<file path="config.mk">
export PLATFORM = sky130hd
export DESIGN_NAME = add_seq_adder_flat
export DESIGN_NICKNAME = d
export VERILOG_FILES = /design/src/rtl/add_seq_pkg.sv /design/src/rtl/add_seq_adder_if.sv /design/src/rtl/add_seq_adder_chunk_cell.sv /design/src/rtl/add_seq_adder.sv /design/src/flat_wrapper.sv
export SDC_FILE = /design/constraint.sdc
export NUM_CORES = 1
export LEC_CHECK = 0
export ABC_AREA = 1
export CAP_MARGIN = 20
export CORE_MARGIN = 2
export CORE_UTILIZATION = 55
export CTS_BUF_LIST = sky130_fd_sc_hd__clkbuf_16
export CTS_CLUSTER_SIZE = 10
export DETAILED_ROUTE_END_ITERATION = 8
export GPL_TIMING_DRIVEN = 0
export PLACE_DENSITY = 0.84
export SLEW_MARGIN = 10
export SYNTH_ARGS = -nofsm -noshare
export SYNTH_HDL_FRONTEND = slang
export SYNTH_SLANG_ARGS = --single-unit
</file>
<file path="constraint.sdc">
create_clock -name clk -period 3.2 [get_ports clk]
set_input_delay 0.64 -clock clk [delete_from_list [all_inputs] [get_ports clk]]
set_output_delay 0.64 -clock clk [all_outputs]
set_load 0.01 [all_outputs]
</file>
<file path="src/rtl/add_seq_pkg.sv">
// rtl/add_seq_pkg.sv - shared types and sizing helpers for the sequential adder
package add_seq_pkg;

  typedef enum logic [1:0] {
    IDLE = 2'd0,
    CALC = 2'd1,
    HOLD = 2'd2
  } add_seq_state_t;

  // Number of chunk-wide slices an operand is split into.
  function automatic int num_chunks(input int add_width, input int chunk_width);
    return add_width / chunk_width;
  endfunction

  // Operand width must split into whole chunks.
  function automatic bit widths_ok(input int add_width, input int chunk_width);
    return (chunk_width > 0) && (add_width >= chunk_width) && ((add_width % chunk_width) == 0);
  endfunction

endpackage

</file>
<file path="src/rtl/add_seq_adder_if.sv">
// rtl/add_seq_adder_if.sv - operand/result handshake bus of the sequential adder
interface add_seq_adder_if #(
  parameter int add_width = 4
);
  logic [add_width-1:0] a;
  logic [add_width-1:0] b;
  logic                 cin;
  logic                 in_valid;
  logic                 in_ready;
  logic [add_width-1:0] sum;
  logic                 cout;
  logic                 out_valid;
  logic                 out_ready;

  modport master (
    output a, b, cin, in_valid, out_ready,
    input  in_ready, sum, cout, out_valid
  );

  modport slave (
    input  a, b, cin, in_valid, out_ready,
    output in_ready, sum, cout, out_valid
  );
endinterface

</file>
<file path="src/rtl/add_seq_adder_chunk_cell.sv">
// rtl/add_seq_adder_chunk_cell.sv - combinational chunk-wide adder with carry in/out
module add_chunk_cell #(
  parameter int chunk_width = 1
) (
  input  logic [chunk_width-1:0] a,
  input  logic [chunk_width-1:0] b,
  input  logic                   cin,
  output logic [chunk_width-1:0] sum,
  output logic                   cout
);
  // One extra bit holds the carry out of the chunk.
  assign {cout, sum} = {1'b0, a} + {1'b0, b} + {{chunk_width{1'b0}}, cin};
endmodule

</file>
<file path="src/rtl/add_seq_adder.sv">
// rtl/add_seq_adder.sv - multi-cycle handshaked adder, chunk_width bits per clock
module add_seq_adder
  import add_seq_pkg::*;
#(
  parameter int add_width   = 4,
  parameter int chunk_width = 1,
  parameter int count_width = 8
) (
  input  logic                   clk,
  input  logic                   rst,
  add_seq_adder_if.slave         bus,
  output logic [count_width-1:0] op_count
);

  localparam int n_chunks  = num_chunks(add_width, chunk_width);
  localparam int idx_width = (n_chunks > 1) ? $clog2(n_chunks) : 1;
  localparam logic [idx_width-1:0] last_idx = idx_width'(n_chunks - 1);

  if (!widths_ok(add_width, chunk_width)) begin : g_bad_widths
    $error("add_seq_adder: add_width must be a non-zero multiple of chunk_width");
  end

  add_seq_state_t         state;
  logic [add_width-1:0]   a_q;
  logic [add_width-1:0]   b_q;
  logic [add_width-1:0]   sum_q;
  logic [add_width-1:0]   sum_next;
  logic                   carry;
  logic [idx_width-1:0]   idx;
  logic [add_width-1:0]   sum_r;
  logic                   cout_r;
  logic                   out_valid_r;
  logic [chunk_width-1:0] cell_sum;
  logic                   cell_cout;

  // A single cell is reused every CALC cycle, fed the slice picked by idx.
  add_chunk_cell #(.chunk_width(chunk_width)) u_cell (
    .a    (a_q[int'(idx) * chunk_width +: chunk_width]),
    .b    (b_q[int'(idx) * chunk_width +: chunk_width]),
    .cin  (carry),
    .sum  (cell_sum),
    .cout (cell_cout)
  );

  // Partial sum with the current chunk merged in, so the last CALC edge can publish it directly.
  always_comb begin
    sum_next = sum_q;
    sum_next[int'(idx) * chunk_width +: chunk_width] = cell_sum;
  end

  assign bus.in_ready  = (state == IDLE) && !rst;
  assign bus.sum       = sum_r;
  assign bus.cout      = cout_r;
  assign bus.out_valid = out_valid_r;

  // Control FSM: capture operands, walk the chunks, then hold the result until taken.
  always_ff @(posedge clk) begin
    if (rst) begin
      state       <= IDLE;
      a_q         <= '0;
      b_q         <= '0;
      sum_q       <= '0;
      carry       <= 1'b0;
      idx         <= '0;
      sum_r       <= '0;
      cout_r      <= 1'b0;
      out_valid_r <= 1'b0;
      op_count    <= '0;
    end else begin
      case (state)
        IDLE: begin
          if (bus.in_valid) begin
            a_q   <= bus.a;
            b_q   <= bus.b;
            carry <= bus.cin;
            sum_q <= '0;
            idx   <= '0;
            state <= CALC;
          end
        end
        CALC: begin
          sum_q <= sum_next;
          carry <= cell_cout;
          idx   <= idx + 1'b1;
          if (idx == last_idx) begin
            sum_r       <= sum_next;
            cout_r      <= cell_cout;
            out_valid_r <= 1'b1;
            state       <= HOLD;
          end
        end
        HOLD: begin
          if (bus.out_ready) begin
            out_valid_r <= 1'b0;
            op_count    <= op_count + 1'b1;
            state       <= IDLE;
          end
        end
        default: state <= IDLE;
      endcase
    end
  end

endmodule

</file>
<file path="src/flat_wrapper.sv">
// flat-port wrapper written by rule: the top's interface ports become plain ports
module add_seq_adder_flat import add_seq_pkg::*;
#(
  parameter int add_width   = 4,
  parameter int chunk_width = 1,
  parameter int count_width = 8
)
  (clk, rst, op_count, bus_a, bus_b, bus_cin, bus_in_valid, bus_out_ready, bus_in_ready, bus_sum, bus_cout, bus_out_valid);
  add_seq_adder_if #(.add_width(add_width)) bus_i ();
  input  logic clk;
  input  logic rst;
  output logic [count_width-1:0] op_count;
  input wire logic [$bits(bus_i.a)-1:0] bus_a;
  input wire logic [$bits(bus_i.b)-1:0] bus_b;
  input wire logic [$bits(bus_i.cin)-1:0] bus_cin;
  input wire logic [$bits(bus_i.in_valid)-1:0] bus_in_valid;
  input wire logic [$bits(bus_i.out_ready)-1:0] bus_out_ready;
  output wire logic [$bits(bus_i.in_ready)-1:0] bus_in_ready;
  output wire logic [$bits(bus_i.sum)-1:0] bus_sum;
  output wire logic [$bits(bus_i.cout)-1:0] bus_cout;
  output wire logic [$bits(bus_i.out_valid)-1:0] bus_out_valid;
  assign bus_i.a = bus_a;
  assign bus_i.b = bus_b;
  assign bus_i.cin = bus_cin;
  assign bus_i.in_valid = bus_in_valid;
  assign bus_i.out_ready = bus_out_ready;
  assign bus_in_ready = bus_i.in_ready;
  assign bus_sum = bus_i.sum;
  assign bus_cout = bus_i.cout;
  assign bus_out_valid = bus_i.out_valid;
  add_seq_adder #(.add_width(add_width), .chunk_width(chunk_width), .count_width(count_width)) u_core (.clk(clk), .rst(rst), .bus(bus_i), .op_count(op_count));
endmodule
</file>
==> impl_results.md, run 1 <==
* Ys Warns at 0
* Setup slack after layout at 743 ps
* Clock transition at path regs at 50 ps
* Final non-filler cell total at 262
* Gpl congestion at 0.757
* Worst EP required at 2560 ps
* Placed instance count at 256
* Synth unique cells at 26
* Mapped cell area at 1480 sq um
* Vias per std cell at 5.22
* Routed length per instance at 11.7 um
* EDFF count, synth at 0
* DR DRC count at 0
* Vias in the first global route at 1,287
* Worst Path Arrival at 1820 ps
* CTS tree: yes
* Delay-heaviest family, CP: buffers and inverters
* Clock latency on the worst-skew pair at 270 ps
* Slowest CP cell: clkdlybuf4s50_1
* Commonest non-fill, non-tap cell in the layout: nand2_1
* Post-cts resize count at 0
* Leak pwr at 0.806 nW
* Critical path buffers and inverters at 3
* Finished Cell Area at 1910 sq um
* Peak Freq at 0.407 GHz
* Setup Viol. Count Final at 0
* Register area share after synthesis at 41.9%
* Syn_area_per_cell at 7.40 sq um
* CTS Buffer Depth at 2
* Worst Setup End Kind: output pin
* DRC marker count from the first detailed-route iteration at 40
* Area contributors post-synth: dfxtp_1 42%, nand2_1 8.6%, nor2_1 8.1%
* Critical path class: in -> out
* Initial Util at 58.7%
* I/O pin count at 28
* CTS root buf: clkbuf_16
* Initial antenna violation count at 0
* Die X at 55.9 um
* Die ar. at 3120 sq um
* Die height at 55.9 um
* Crit path largest cell delay at 490 ps
* Inserted Diodes at 0
* Max FO, Critical Path at 10
* Cells after Synth at 200
* Global Route Usage Sum at 21.9%
* Post-Syn Nets at 221
* Final HPWL from detailed placement at 2220 um
* Grt ovf at 0
* Row cnt at 18
* Final worst-path cycle share at 76.8%
* CTS H-tree lvls at 2
* Seq. cell area at 621 sq um
* Crit path time final at 2460 ps
* P&R area growth vs syn at 28.8%
* Min Hold Slack at 464 ps
* Drt pass-1 iters at 4
* Antenna Nets Post-Route at 0
* Port Buffers at 26
* Place WS at 754 ps
* Final hold vios at 0
* NumNets Final at 254
* Setup TNS at 0 ps
* Placeable Area at 2520 sq um
* Layout cells sized above 1 at 7.76%
* Area of the multi-input gates at 726 sq um
* Via count at 1,367
* CTS Sinks at 31
* Number of synthesized register bits at 31
* Most frequent cells in the layout: 34 x nand2_1, 32 x nor2_1, 31 x dfxtp_1, 26 x inv_1, 26 x clkdlybuf4s50_1
* Fin. max-slew vios at 0
* Pin count of the biggest net entering global routing at 12
* P per Cell Area at 491 nW/um^2
* Crit-path cells: buf_2 -> buf_1 -> nor2_1 -> clkdlybuf4s50_1
* Worst slew margin at 71.5%
* Max cap viols at 0
* Post-CTS Repair Setup Buffers at 0
* Fillers at 191
* Largest area contributor in the netlist: dfxtp_1
* Routed wire length at 3060 um
* Worst VDD drop at 0.537 mV
* Num CTS Buffers at 5
* Top cell type's share of synthesized area at 41.9%
* Hold Crit Class: reg -> reg
* Final setup skew at 3.65 ps
* Post-synth ARST share at 0%
* # hold bufs at CTS at 0
* Status: finished clean
* First-pass GRT wire length at 5430 um
* Placed Area at 1780 sq um
* Worst-Margin Slew at 428 ps
* Prevailing post-synth register cell: dfxtp_1
* RSZ-0062 raised after global routing: no
* Crit start category: primary input
==> cell usage after synthesis (2+ instances only) <==
| master | count |
|---|---|
| o21ai_1 | 6 |
| nand2_1 | 34 |
| xor2_1 | 2 |
| o22ai_1 | 2 |
| o21ai_0 | 15 |
| o21a_1 | 2 |
| nor2_4 | 2 |
| ha_1 | 7 |
| nand3_1 | 7 |
| a21oi_1 | 16 |
| inv_2 | 4 |
| buf_2 | 2 |
| nand4_1 | 3 |
| nor2_1 | 32 |
| inv_1 | 25 |
| dfxtp_1 | 31 |
==> power by group <==
part / internal [mW] / switching [mW]
clock: 0.275 / 0.146
sequential: 0.401 / 0.0109
combinational: 0.0437 / 0.0590
total: 0.719 / 0.216
==> final timing paths <==
check                                             startpoint                           end  slack, ps  depth (start not counted)
worst min register to register  u_core.bus.cout$_SDFFE_PP0P_  u_core.bus.cout$_SDFFE_PP0P_        460                          2
worst max-delay path                                     rst                  bus_in_ready        740                          4
worst max register to register    u_core.idx[0]$_SDFFE_PP0P_  u_core.sum_q[1]$_SDFFE_PP0P_       1030                          8
worst min-delay path            u_core.bus.cout$_SDFFE_PP0P_  u_core.bus.cout$_SDFFE_PP0P_        460                          2
==> sequential cells by signal, summed over array words and instances (netlist names) <==
signal and count:
u_core.sum_q 4, u_core.idx 2, u_core.bus.cout 1, u_core.bus.out_valid 1
u_core.a_q 4, u_core.op_count 8, u_core.b_q 4, u_core.bus.sum 4
u_core.carry 1, u_core.state 2
==> through the flow <==
| stage | power [mW] | util, % |
|---|---|---|
| final | 0.935 | 75.6 |
| after global routing | 0.973 | 75.6 |
| after CTS | 0.942 | 75.6 |
| after detailed placement | 0.520 | 70.5 |
| after global placement | 0.516 | 70.5 |
| after floorplan | 0.485 | - |
==> per-layer routing <==
metal	up-vias	wire length [um]	track usage, %
li1	710	-	-
met1	611	1370	25.3
met2	38	1490	38.4
met3	8	153	5.58
met4	0	52	9.18
met5	-	0	0
==> worst register-to-register path, cell delays in order (launching register included) <==
cell,delay (ps)
dfxtp_1,520
inv_2,170
o21ai_0,180
o22ai_1,110
fa_1,560
nand3_1,100
o21ai_0,260
nand2_1,80
a21oi_1,120
==> cells by family after synthesis <==
kind of cell | count (synthesis) | share of synthesized area [%]
AND/OR/NAND/NOR | 82 | 24.7
adder cells (fa/ha/maj) | 8 | 7.27
flip-flops | 31 | 41.9
XOR/XNOR | 2 | 1.18
AO/OA/AOI/OAI | 44 | 15.9
buffers and inverters | 33 | 9.04
==> layout make-up <==
cell class              instances  area share [%]
flip-flops and latches         31            32.5
inverters                      29            5.71
repair buffers                 26            13.6
multi-input cells             136            38.1
well taps                      30            1.97
clock buffers                   5            6.56
clock inverters                 1           0.197
plain buffers                   4            1.31
(Power assumes the default switching activity.)
==> run 2: changes to the inputs <==
CORE_UTILIZATION = 51   (was 55)
PLACE_DENSITY = 0.78   (was 0.84)
clock period = 2.3 ns   (was 3.2 ns; I/O delays follow)
==> run 2 against run 1 <==
Register-to-register slack worse by 810 ps. Total power rose by 39%. Clock skew up 0.79 ps. Clock power up 39%. Worst setup slack lost 530 ps. Critical path depth unchanged.
==> impl_results.md, run 2 (synthesized netlist as in run 1, its figures left out) <==
* Critical path buffers and inverters at 3 (unchanged)
* Via count at 1,347 (-1.5%)
* P per Cell Area at 681 nW/um^2 (+39%)
* Crit path largest cell delay at 490 ps (about the same)
* Antenna Nets Post-Route at 0 (unchanged)
* Setup TNS at 0 ps (unchanged)
* Fillers at 235 (+23%)
* Vias per std cell at 5.12 (-1.8%)
* Worst-Margin Slew at 425 ps (-3.15 ps)
* Row cnt at 19 (+1)
* First-pass GRT wire length at 5350 um (-1.4%)
* Largest register FFs at 8 (unchanged)
* Worst Setup End Kind: output pin
* Final non-filler cell total at 263 (+0.38%)
* Vias in the first global route at 1,290 (+0.23%)
* Grt ovf at 0 (unchanged)
* DRC marker count from the first detailed-route iteration at 66 (+65%)
* Clock latency on the worst-skew pair at 270 ps (about the same)
* Die ar. at 3350 sq um (+7.3%)
* Placed instance count at 257 (+0.39%)
* Hold Crit Class: reg -> reg
* Initial Util at 53.7% (-5.0 points)
* Max cap viols at 0 (unchanged)
* Routed length per instance at 11.7 um (-0.15%)
* NumNets Final at 254 (unchanged)
* I/O pin count at 28 (unchanged)
* Worst slew margin at 71.7% (+0.21 points)
* Crit start category: primary input
* Placeable Area at 2760 sq um (+9.3%)
* Global Route Usage Sum at 21.2% (-0.76 points)
* Routed wire length at 3070 um (+0.23%)
* CTS Sinks at 31 (unchanged)
* Final worst-path cycle share at 90.9%
* Delay-heaviest family, CP: buffers and inverters
* Critical path class: in -> out
* Final hold vios at 0 (unchanged)
* Overall power at 1.30 mW (+39%)
* Setup Viol. Count Final at 0 (unchanged)
* Inserted Diodes at 0 (unchanged)
* Leak pwr at 0.806 nW (about the same)
* Initial antenna violation count at 0 (unchanged)
* Most frequent cells in the layout: 34 x nand2_1, 32 x nor2_1, 30 x dfxtp_1, 26 x inv_1, 26 x clkdlybuf4s50_1
* Crit-path cells: buf_2 -> buf_1 -> nor2_1 -> clkdlybuf4s50_1
* Commonest non-fill, non-tap cell in the layout: nand2_1
* Reg2Reg Setup Slack at 220 ps (-810 ps)
* Layout cells sized above 1 at 8.19% (+0.43 points)
* DR DRC count at 0 (unchanged)
* CTS H-tree lvls at 2 (unchanged)
* Final HPWL from detailed placement at 2280 um (+2.6%)
* Clock transition at path regs at 40 ps (about the same)
* Reg with most FFs: u_core.op_count
* Gpl congestion at 0.773 (+2.2%)
* Slowest CP cell: clkdlybuf4s50_1
* Pin count of the biggest net entering global routing at 12 (unchanged)
* Final setup skew at 4.45 ps (+0.793 ps)
* Worst Path Arrival at 1630 ps (-190 ps)
* Port Buffers at 26 (unchanged)
* Status: finished clean
* Crit path time final at 2090 ps
* CTS root buf: clkbuf_16
* Max FO, Critical Path at 10 (unchanged)
* Fin. max-slew vios at 0 (unchanged)
* CTS tree: yes
* Worst VDD drop at 0.646 mV (+20%)
* Final core utilization at 69.2% (-6.4 points)
* RSZ-0062 raised after global routing: no
* CTS Buffer Depth at 2 (unchanged)
* Worst EP required at 1840 ps (-720 ps)
* Peak Freq at 0.478 GHz
* Die height at 57.9 um (+3.6%)
* Num CTS Buffers at 5 (unchanged)
* Die X at 57.9 um (+3.6%)
* Drt pass-1 iters at 6 (+2)
* P&R area growth vs syn at 29.0%
## run 2: cell types whose count changed in the layout (fill, tap and decap cells not counted)
cell,before,now
dfxtp_2,0,1
dfxtp_1,31,30
## run 2: per-layer routing
layer,routed length (um),track usage [%],vias up
met5,0,0,-
met3,166,6.92,6
met4,42,9.63,0
met1,1340,24.2,597
met2,1520,35.9,40
li1,-,-,704
## run 2: where the power goes
group	leakage [nW]	internal [mW]	switching (mW)
combinational	0.487	0.0609	0.0831
clock	0.0669	0.382	0.202
sequential	0.253	0.558	0.0146
total	0.806	1.00	0.300
## run 2: worst paths after layout
check | start | to | cells past startpoint
setup / recovery | rst | bus_in_ready | 4
hold / removal | u_core.bus.out_valid$_SDFFE_PP0P_ | u_core.bus.out_valid$_SDFFE_PP0P_ | 2
setup reg to reg | u_core.idx[0]$_SDFFE_PP0P_ | u_core.sum_q[1]$_SDFFE_PP0P_ | 8
hold reg to reg | u_core.bus.out_valid$_SDFFE_PP0P_ | u_core.bus.out_valid$_SDFFE_PP0P_ | 2
## run 2: tightest hold or removal path, cell delays in order (launching register included)
cell and delay, ps:
dfxtp_1 300, nand2_1 60, a21oi_1 50
## run 2: per-stage QoR
stage	hold WS [ps]	cell area (sq um)	setup WS (ps)
6_report	463	1910	209
5_1_grt	489	1910	28.7
4_1_cts	466	1910	92.6
3_5_place_dp	459	1780	108
3_3_place_gp	449	1780	203
2_1_floorplan	445	1480	436
## run 2: what timing repair did
item,in CTS,in global routing
hold endpoints to repair,0,0
setup buffers,0,0
setup endpoints to repair,0,3
hold buffers,0,0
gates resized for setup,0,1
## run 2: cell type report
| type | count | area, sq um | area share, % |
|---|---|---|---|
| Multi-Input combinational cell | 136 | 726 | 38.0 |
| Buffer | 4 | 25.0 | 1.31 |
| Sequential cell | 31 | 622 | 32.6 |
| Clock inverter | 1 | 3.75 | 0.197 |
| Timing Repair Buffer | 26 | 260 | 13.6 |
| Clock buffer | 5 | 125 | 6.55 |
| Tap cell | 31 | 38.8 | 2.03 |
| Inverter | 29 | 109 | 5.70 |
